===== config.mk =====
export PLATFORM = sky130hd
export DESIGN_NAME = kbd_rx_fifo
export DESIGN_NICKNAME = d
export VERILOG_FILES = /design/src/rtl/kbd_rx_fifo.sv
export SDC_FILE = /design/constraint.sdc
export NUM_CORES = 1
export LEC_CHECK = 0
export ABC_AREA = 1
export CAP_MARGIN = 30
export CORE_UTILIZATION = 65
export DETAILED_ROUTE_END_ITERATION = 8
export MAX_ROUTING_LAYER = met4
export PLACE_DENSITY = 0.93
export SYNTH_ARGS = -nofsm -noshare
export SYNTH_HDL_FRONTEND = slang
export SYNTH_SLANG_ARGS = --single-unit

===== constraint.sdc =====
create_clock -name clk -period 4.18 [get_ports clk]
set_input_delay 0.418 -clock clk [delete_from_list [all_inputs] [get_ports clk]]
set_output_delay 0.418 -clock clk [all_outputs]
set_load 0.005 [all_outputs]

===== src/rtl/kbd_rx_fifo.sv =====
// Keyboard receive path: synchronises the nibble-strobe interface, assembles bytes and buffers them in a FIFO.
// Optional break-code filtering is enabled by defining KBD_BREAK_FILTER_EN.
module kbd_rx_fifo #(
  parameter int DEPTH       = 16,
  parameter int CNT_W       = 5,
  parameter int SYNC_STAGES = 2
) (
  input  logic             clk,
  input  logic             rst_key,
  input  logic             kbd_enb_hi,
  input  logic             kbd_enb_lo,
  input  logic [3:0]       kbd_data,
  input  logic             int_ack,
  output logic             int_req,
  output logic [7:0]       kbd_ascii,
  output logic [CNT_W-1:0] fifo_count,
  output logic             overflow,
  output logic             proto_err
);

  localparam int              PTR_W    = $clog2(DEPTH);
  localparam logic [CNT_W-1:0] FULL_CNT = CNT_W'(DEPTH);
  localparam logic [CNT_W-1:0] ONE_CNT  = CNT_W'(1);
  localparam logic [CNT_W-1:0] ZERO_CNT = CNT_W'(0);
  localparam logic [PTR_W-1:0] ONE_PTR  = PTR_W'(1);

  typedef enum logic [0:0] {
    ST_IDLE    = 1'b0,
    ST_HAVE_HI = 1'b1
  } asm_state_e;

  // Bundled as {ack, lo, hi, data} so the nibble stays aligned with its strobe.
  logic [6:0]       sync_q [SYNC_STAGES];
  logic [6:0]       sync_out_s;
  logic [2:0]       prev_q;
  logic             hi_edge_s, lo_edge_s, ack_edge_s;
  logic [3:0]       nib_s;

  asm_state_e       state_q, state_d;
  logic [3:0]       hi_nib_q, hi_nib_d;
  logic             proto_err_q, proto_err_d;
  logic             byte_done_s;
  logic [7:0]       byte_s;
  logic             push_req_s;

  logic [7:0]       mem_q [DEPTH];
  logic [PTR_W-1:0] wr_ptr_q, wr_ptr_d;
  logic [PTR_W-1:0] rd_ptr_q, rd_ptr_d;
  logic [CNT_W-1:0] count_q, count_d;
  logic             overflow_q, overflow_d;
  logic             int_req_q, int_req_d;
  logic [7:0]       kbd_ascii_q, kbd_ascii_d;
  logic             full_s, pop_s, push_ok_s;

  // Synchroniser chain and edge-detect history.
  always_ff @(posedge clk or negedge rst_key) begin
    if (!rst_key) begin
      for (int i = 0; i < SYNC_STAGES; i++) begin
        sync_q[i] <= 7'h00;
      end
      prev_q <= 3'b000;
    end else begin
      sync_q[0] <= {int_ack, kbd_enb_lo, kbd_enb_hi, kbd_data};
      for (int i = 1; i < SYNC_STAGES; i++) begin
        sync_q[i] <= sync_q[i-1];
      end
      prev_q <= sync_out_s[6:4];
    end
  end

  assign sync_out_s = sync_q[SYNC_STAGES-1];
  assign nib_s      = sync_out_s[3:0];
  assign hi_edge_s  = sync_out_s[4] & ~prev_q[0];
  assign lo_edge_s  = sync_out_s[5] & ~prev_q[1];
  assign ack_edge_s = sync_out_s[6] & ~prev_q[2];

  // Byte assembler: steps only on detected strobe edges.
  always_comb begin
    state_d     = state_q;
    hi_nib_d    = hi_nib_q;
    proto_err_d = proto_err_q;
    byte_done_s = 1'b0;
    byte_s      = {hi_nib_q, nib_s};
    if (hi_edge_s && lo_edge_s) begin
      proto_err_d = 1'b1;
      state_d     = ST_IDLE;
    end else if (hi_edge_s) begin
      case (state_q)
        ST_IDLE:    proto_err_d = proto_err_q;
        ST_HAVE_HI: proto_err_d = 1'b1;
        default:    proto_err_d = 1'b1;
      endcase
      hi_nib_d = nib_s;
      state_d  = ST_HAVE_HI;
    end else if (lo_edge_s) begin
      case (state_q)
        ST_IDLE: begin
          proto_err_d = 1'b1;
          state_d     = ST_IDLE;
        end
        ST_HAVE_HI: begin
          byte_done_s = 1'b1;
          state_d     = ST_IDLE;
        end
        default: begin
          proto_err_d = 1'b1;
          state_d     = ST_IDLE;
        end
      endcase
    end else begin
      state_d = state_q;
    end
  end

  // Assembler state registers.
  always_ff @(posedge clk or negedge rst_key) begin
    if (!rst_key) begin
      state_q     <= ST_IDLE;
      hi_nib_q    <= 4'h0;
      proto_err_q <= 1'b0;
    end else begin
      state_q     <= state_d;
      hi_nib_q    <= hi_nib_d;
      proto_err_q <= proto_err_d;
    end
  end

`ifdef KBD_BREAK_FILTER_EN
  logic skip_q, skip_d;

  // Break-code filter: drop 8'hF0 and the byte that follows it.
  always_comb begin
    skip_d     = skip_q;
    push_req_s = 1'b0;
    if (byte_done_s) begin
      if (skip_q) begin
        skip_d = 1'b0;
      end else if (byte_s == 8'hF0) begin
        skip_d = 1'b1;
      end else begin
        push_req_s = 1'b1;
      end
    end else begin
      push_req_s = 1'b0;
    end
  end

  // Filter skip flag.
  always_ff @(posedge clk or negedge rst_key) begin
    if (!rst_key) begin
      skip_q <= 1'b0;
    end else begin
      skip_q <= skip_d;
    end
  end
`else
  assign push_req_s = byte_done_s;
`endif

  // FIFO control; a pop in the same cycle frees the slot a full-FIFO push needs.
  always_comb begin
    full_s      = (count_q == FULL_CNT);
    pop_s       = ack_edge_s && (count_q != ZERO_CNT);
    push_ok_s   = push_req_s && (!full_s || pop_s);
    overflow_d  = overflow_q | (push_req_s & full_s & ~pop_s);
    wr_ptr_d    = push_ok_s ? (wr_ptr_q + ONE_PTR) : wr_ptr_q;
    rd_ptr_d    = pop_s ? (rd_ptr_q + ONE_PTR) : rd_ptr_q;
    case ({push_ok_s, pop_s})
      2'b10:   count_d = count_q + ONE_CNT;
      2'b01:   count_d = count_q - ONE_CNT;
      default: count_d = count_q;
    endcase
    int_req_d = (count_d != ZERO_CNT);
    if (count_d == ZERO_CNT) begin
      kbd_ascii_d = 8'h00;
    end else if (push_ok_s && (wr_ptr_q == rd_ptr_d)) begin
      kbd_ascii_d = byte_s;
    end else begin
      kbd_ascii_d = mem_q[rd_ptr_d];
    end
  end

  // FIFO storage, pointers, count and registered outputs.
  always_ff @(posedge clk or negedge rst_key) begin
    if (!rst_key) begin
      for (int i = 0; i < DEPTH; i++) begin
        mem_q[i] <= 8'h00;
      end
      wr_ptr_q    <= {PTR_W{1'b0}};
      rd_ptr_q    <= {PTR_W{1'b0}};
      count_q     <= ZERO_CNT;
      overflow_q  <= 1'b0;
      int_req_q   <= 1'b0;
      kbd_ascii_q <= 8'h00;
    end else begin
      if (push_ok_s) begin
        mem_q[wr_ptr_q] <= byte_s;
      end
      wr_ptr_q    <= wr_ptr_d;
      rd_ptr_q    <= rd_ptr_d;
      count_q     <= count_d;
      overflow_q  <= overflow_d;
      int_req_q   <= int_req_d;
      kbd_ascii_q <= kbd_ascii_d;
    end
  end

  assign int_req    = int_req_q;
  assign kbd_ascii  = kbd_ascii_q;
  assign fifo_count = count_q;
  assign overflow   = overflow_q;
  assign proto_err  = proto_err_q;

endmodule

==> metrics.md <==
| Metric | Value |
|---|---|
| Crit path largest cell delay | 0.45 ns |
| Tmin final | ~3.1 ns |
| Dpl cell area | around 8400 µm² |
| Critical path's slowest cell | dfrtp_1 |
| Clock Skews | 0.0116 ns |
| Number of H-tree levels | 4 |
| Final setup TNS | 0 ns |
| Max-cap violations | 0 |
| Fin nets | 930 |
| Core ar. | 12,100 µm² |
| Syn nets | 934 |
| TritonCTS clock tree | built |
| R2R Setup Slk | 1.06 ns |
| Final hold violation count | 0 |
| Dominant cell type by area after synthesis | dfrtp_1 |
| First-pass GRT wire length | 32,800 µm |
| Post-cts resize count | 0 |
| Worst-path clk slew | 0.06 ns |
| CP cell instances | nor2_4 > nand3_4 > nand2_4 > nand4_2 > nand2_4 > ha_1 > xor2_1 > ha_1 > inv_1 > nand2_1 > nand3_1 > nand2_1 > xor2_1 > a21boi_0 > nand3_2 > nand2_1 > a21oi_2 |
| N_diodes | 0 |
| Critical Setup Path Class | reg2reg |
| CTS buffer count | 17 |
| Port bufs | 24 |
| Slew @ Worst Pin | roughly 0.79 ns |
| Power Density | between 600 and 700 nW/µm² |
| Drt initial violations | 841 |
| Max clock buf depth | 2 |
| Worst hold path depth | 0 |
| Hold buffer count at CTS | 1 |
| Relative slew slack | 0.472 |
| Syn. warnings | 0 |
| RSZ-0062 raised after global routing | false |
| Worst hold start | sync_q[7] |
| Hold_ws | 0.348 ns |
| Final Cycle Share | 0.747 |
| Share of layout cells above drive strength 1 | 0.0941 |
| Most common cell after layout, fill and taps aside | nand2_1 |
| Pin count of the biggest net entering global routing | 101 |
| Sequential share of the synthesized area | 0.534 |
| Wire per inst | 18.5 µm |
| Crit start category | register |
| Fin. max-slew vios | 0 |
| Die Ht | 114 µm |
| # rows | 40 |
| ANT nets after route | 0 |
| GPL Wtd Cong | 0.912 |
| Critical path endpoint category | register |
| Clock Sinks | 174 |
| Setup-failing EPs final | 0 |
| Top cells by area, synth | dfrtp_1 53%, nand3_1 11%, nand2_1 11% |
| Io pins | 25 |
| Gr ovfl total | 0 |
| Status | completed |
| Critical R2R Capture | kbd_ascii[2] |
| Via/cell ratio | approximately 6.2 |
| Post-synthesis cell count | 916 |
| GRT Util Overall | 0.346 |
| Vias in the first global route | 6,479 |
| Reg2reg start | fifo_count[0] |
| Netlist Area Pre-Place | between 8000 and 9000 µm² |
| Max Freq | around 320 MHz |
| Design area | ~9000 µm² |
| R2R depth | 17 |
| Most frequent cells in the layout | 243 x nand2_1, 184 x nand3_1, 174 x dfrtp_1, 74 x o21ai_1, 63 x o21ai_0 |
| Total die area | 13,000 µm² |
| Area Overhead vs Synth | 10.0% |
| DR vias | 6,771 |
| WHS Endpoint | sync_out_s[0] |
| Filler instances | ~850 |
| Root Buffer Master | clkbuf_16 |
| Detailed Routing Iterations Pass 1 | 6 |
| Worst VDD drop | between 300 and 400 µV |
| Initial core utilization | 0.673 |
| Die Span X | roughly 110 µm |
| Total wire length | 20,200 µm |
| Most frequent cell on the critical path | nand2_1 |
| Yosys reg bits | 174 |
| Worst skew pair latency | between 0.4 and 0.5 ns |
| Data required, critical path | 4.49 ns |
| Synth top area share | 0.534 |
| CP Data Arrival Time | between 3 and 4 ns |
| Critical path peak fanout | 9 |
| Postcts setup bufs | 0 |
| Avg Synthesized Cell Area | approximately 8.9 µm² |
| DRC | 0 |
| Static leakage | ~4 nW |
| Initial antenna violation count | 0 |
| Synth unique cells | 33 |
| DP Wirelength | between 10,000 and 15,000 µm |
| Tightest Hold Check Type | reg2reg |
==> metrics by stage <==
| step | setup WS, ns | total power, mW | util | cells |
|---|---|---|---|---|
| floorplan | 1.53 | 3.88 | - | 916 |
| global placement | 1.33 | 4.43 | 0.687 | 1059 |
| detailed placement | 1.20 | 4.51 | 0.690 | 1060 |
| CTS | 1.09 | 6.17 | 0.740 | 1093 |
| global route | 0.772 | 6.51 | 0.740 | 1093 |
| finish | 1.06 | 6.22 | 0.740 | 1093 |
==> cell type report <==
cell class | count | area, µm² | share of cell area
repair buffers | 32 | 324 | 0.0361
flip-flops and latches | 174 | 4350 | 0.486
multi-input cells | 648 | 3320 | 0.371
clock inverters | 9 | 135 | 0.0151
well taps | 168 | 210 | 0.0234
inverters | 39 | 149 | 0.0166
clock buffers | 23 | 468 | 0.0522
==> metal layers <==
metal / track usage / wire length (µm) / vias to the layer above
met5: - / 0 / -
met4: 0.173 / 767 / 0
met3: 0.0866 / 1950 / 72
met2: 0.526 / 9660 / 417
met1: 0.435 / 7830 / 3218
li1: - / - / 3064
==> flip-flops by register name, indices dropped and copies added (netlist names), 4 cells and up <==
register    cells
rd_ptr_q        4
sync_q          7
wr_ptr_q        4
mem_q         128
sync_out_s      7
hi_nib_q        4
fifo_count      5
kbd_ascii       8
==> worst max path at each step <==
stage | from | endpoint | cells after the start
2_1_floorplan | fifo_count[1] | kbd_ascii[0] | 17
3_3_place_gp | fifo_count[1] | kbd_ascii[4] | 17
3_5_place_dp | fifo_count[1] | kbd_ascii[4] | 17
4_1_cts | fifo_count[1] | kbd_ascii[2] | 17
5_1_grt | fifo_count[0] | kbd_ascii[2] | 17
6_report | fifo_count[0] | kbd_ascii[2] | 17
==> critical path: cells and delay by family, from the launching register on <==
kind	cells	cell delay, ns
AO/OA/AOI/OAI	2	0.33
XOR/XNOR	2	0.28
adder cells (fa/ha/maj)	2	0.47
buffers and inverters	1	0.03
flip-flops	1	0.45
AND/OR/NAND/NOR	10	1.42
==> report_power, final <==
part	internal, mW	switching (mW)	leakage, nW	total (mW)
clock	0.972	0.643	0.284	1.62
sequential	2.04	0.261	2.30	2.31
combinational	0.751	1.54	1.45	2.29
total	3.77	2.45	4.03	6.22
==> Yosys cell counts, drive strengths merged <==
library cell	n
o21ai	137
clkbuf	8
dfrtp	174
nand2	257
buf	47
nand4	12
nor3	1
a21boi	2
xnor2	2
clkinv	1
nand3b	1
ha	9
nand3	196
nor2	12
a21oi	9
inv	38
o21bai	2
xor2	8
==> cell families after synthesis <==
kind of cell               share of synthesized area
and+or+nand+nor                                0.286
xor gates and xnor gates                      0.0108
buffers and inverters                         0.0574
adders and majority gates                     0.0138
AOI/OAI and AO/OA                             0.0971
DFF                                            0.534
(Power assumes the default switching activity.)
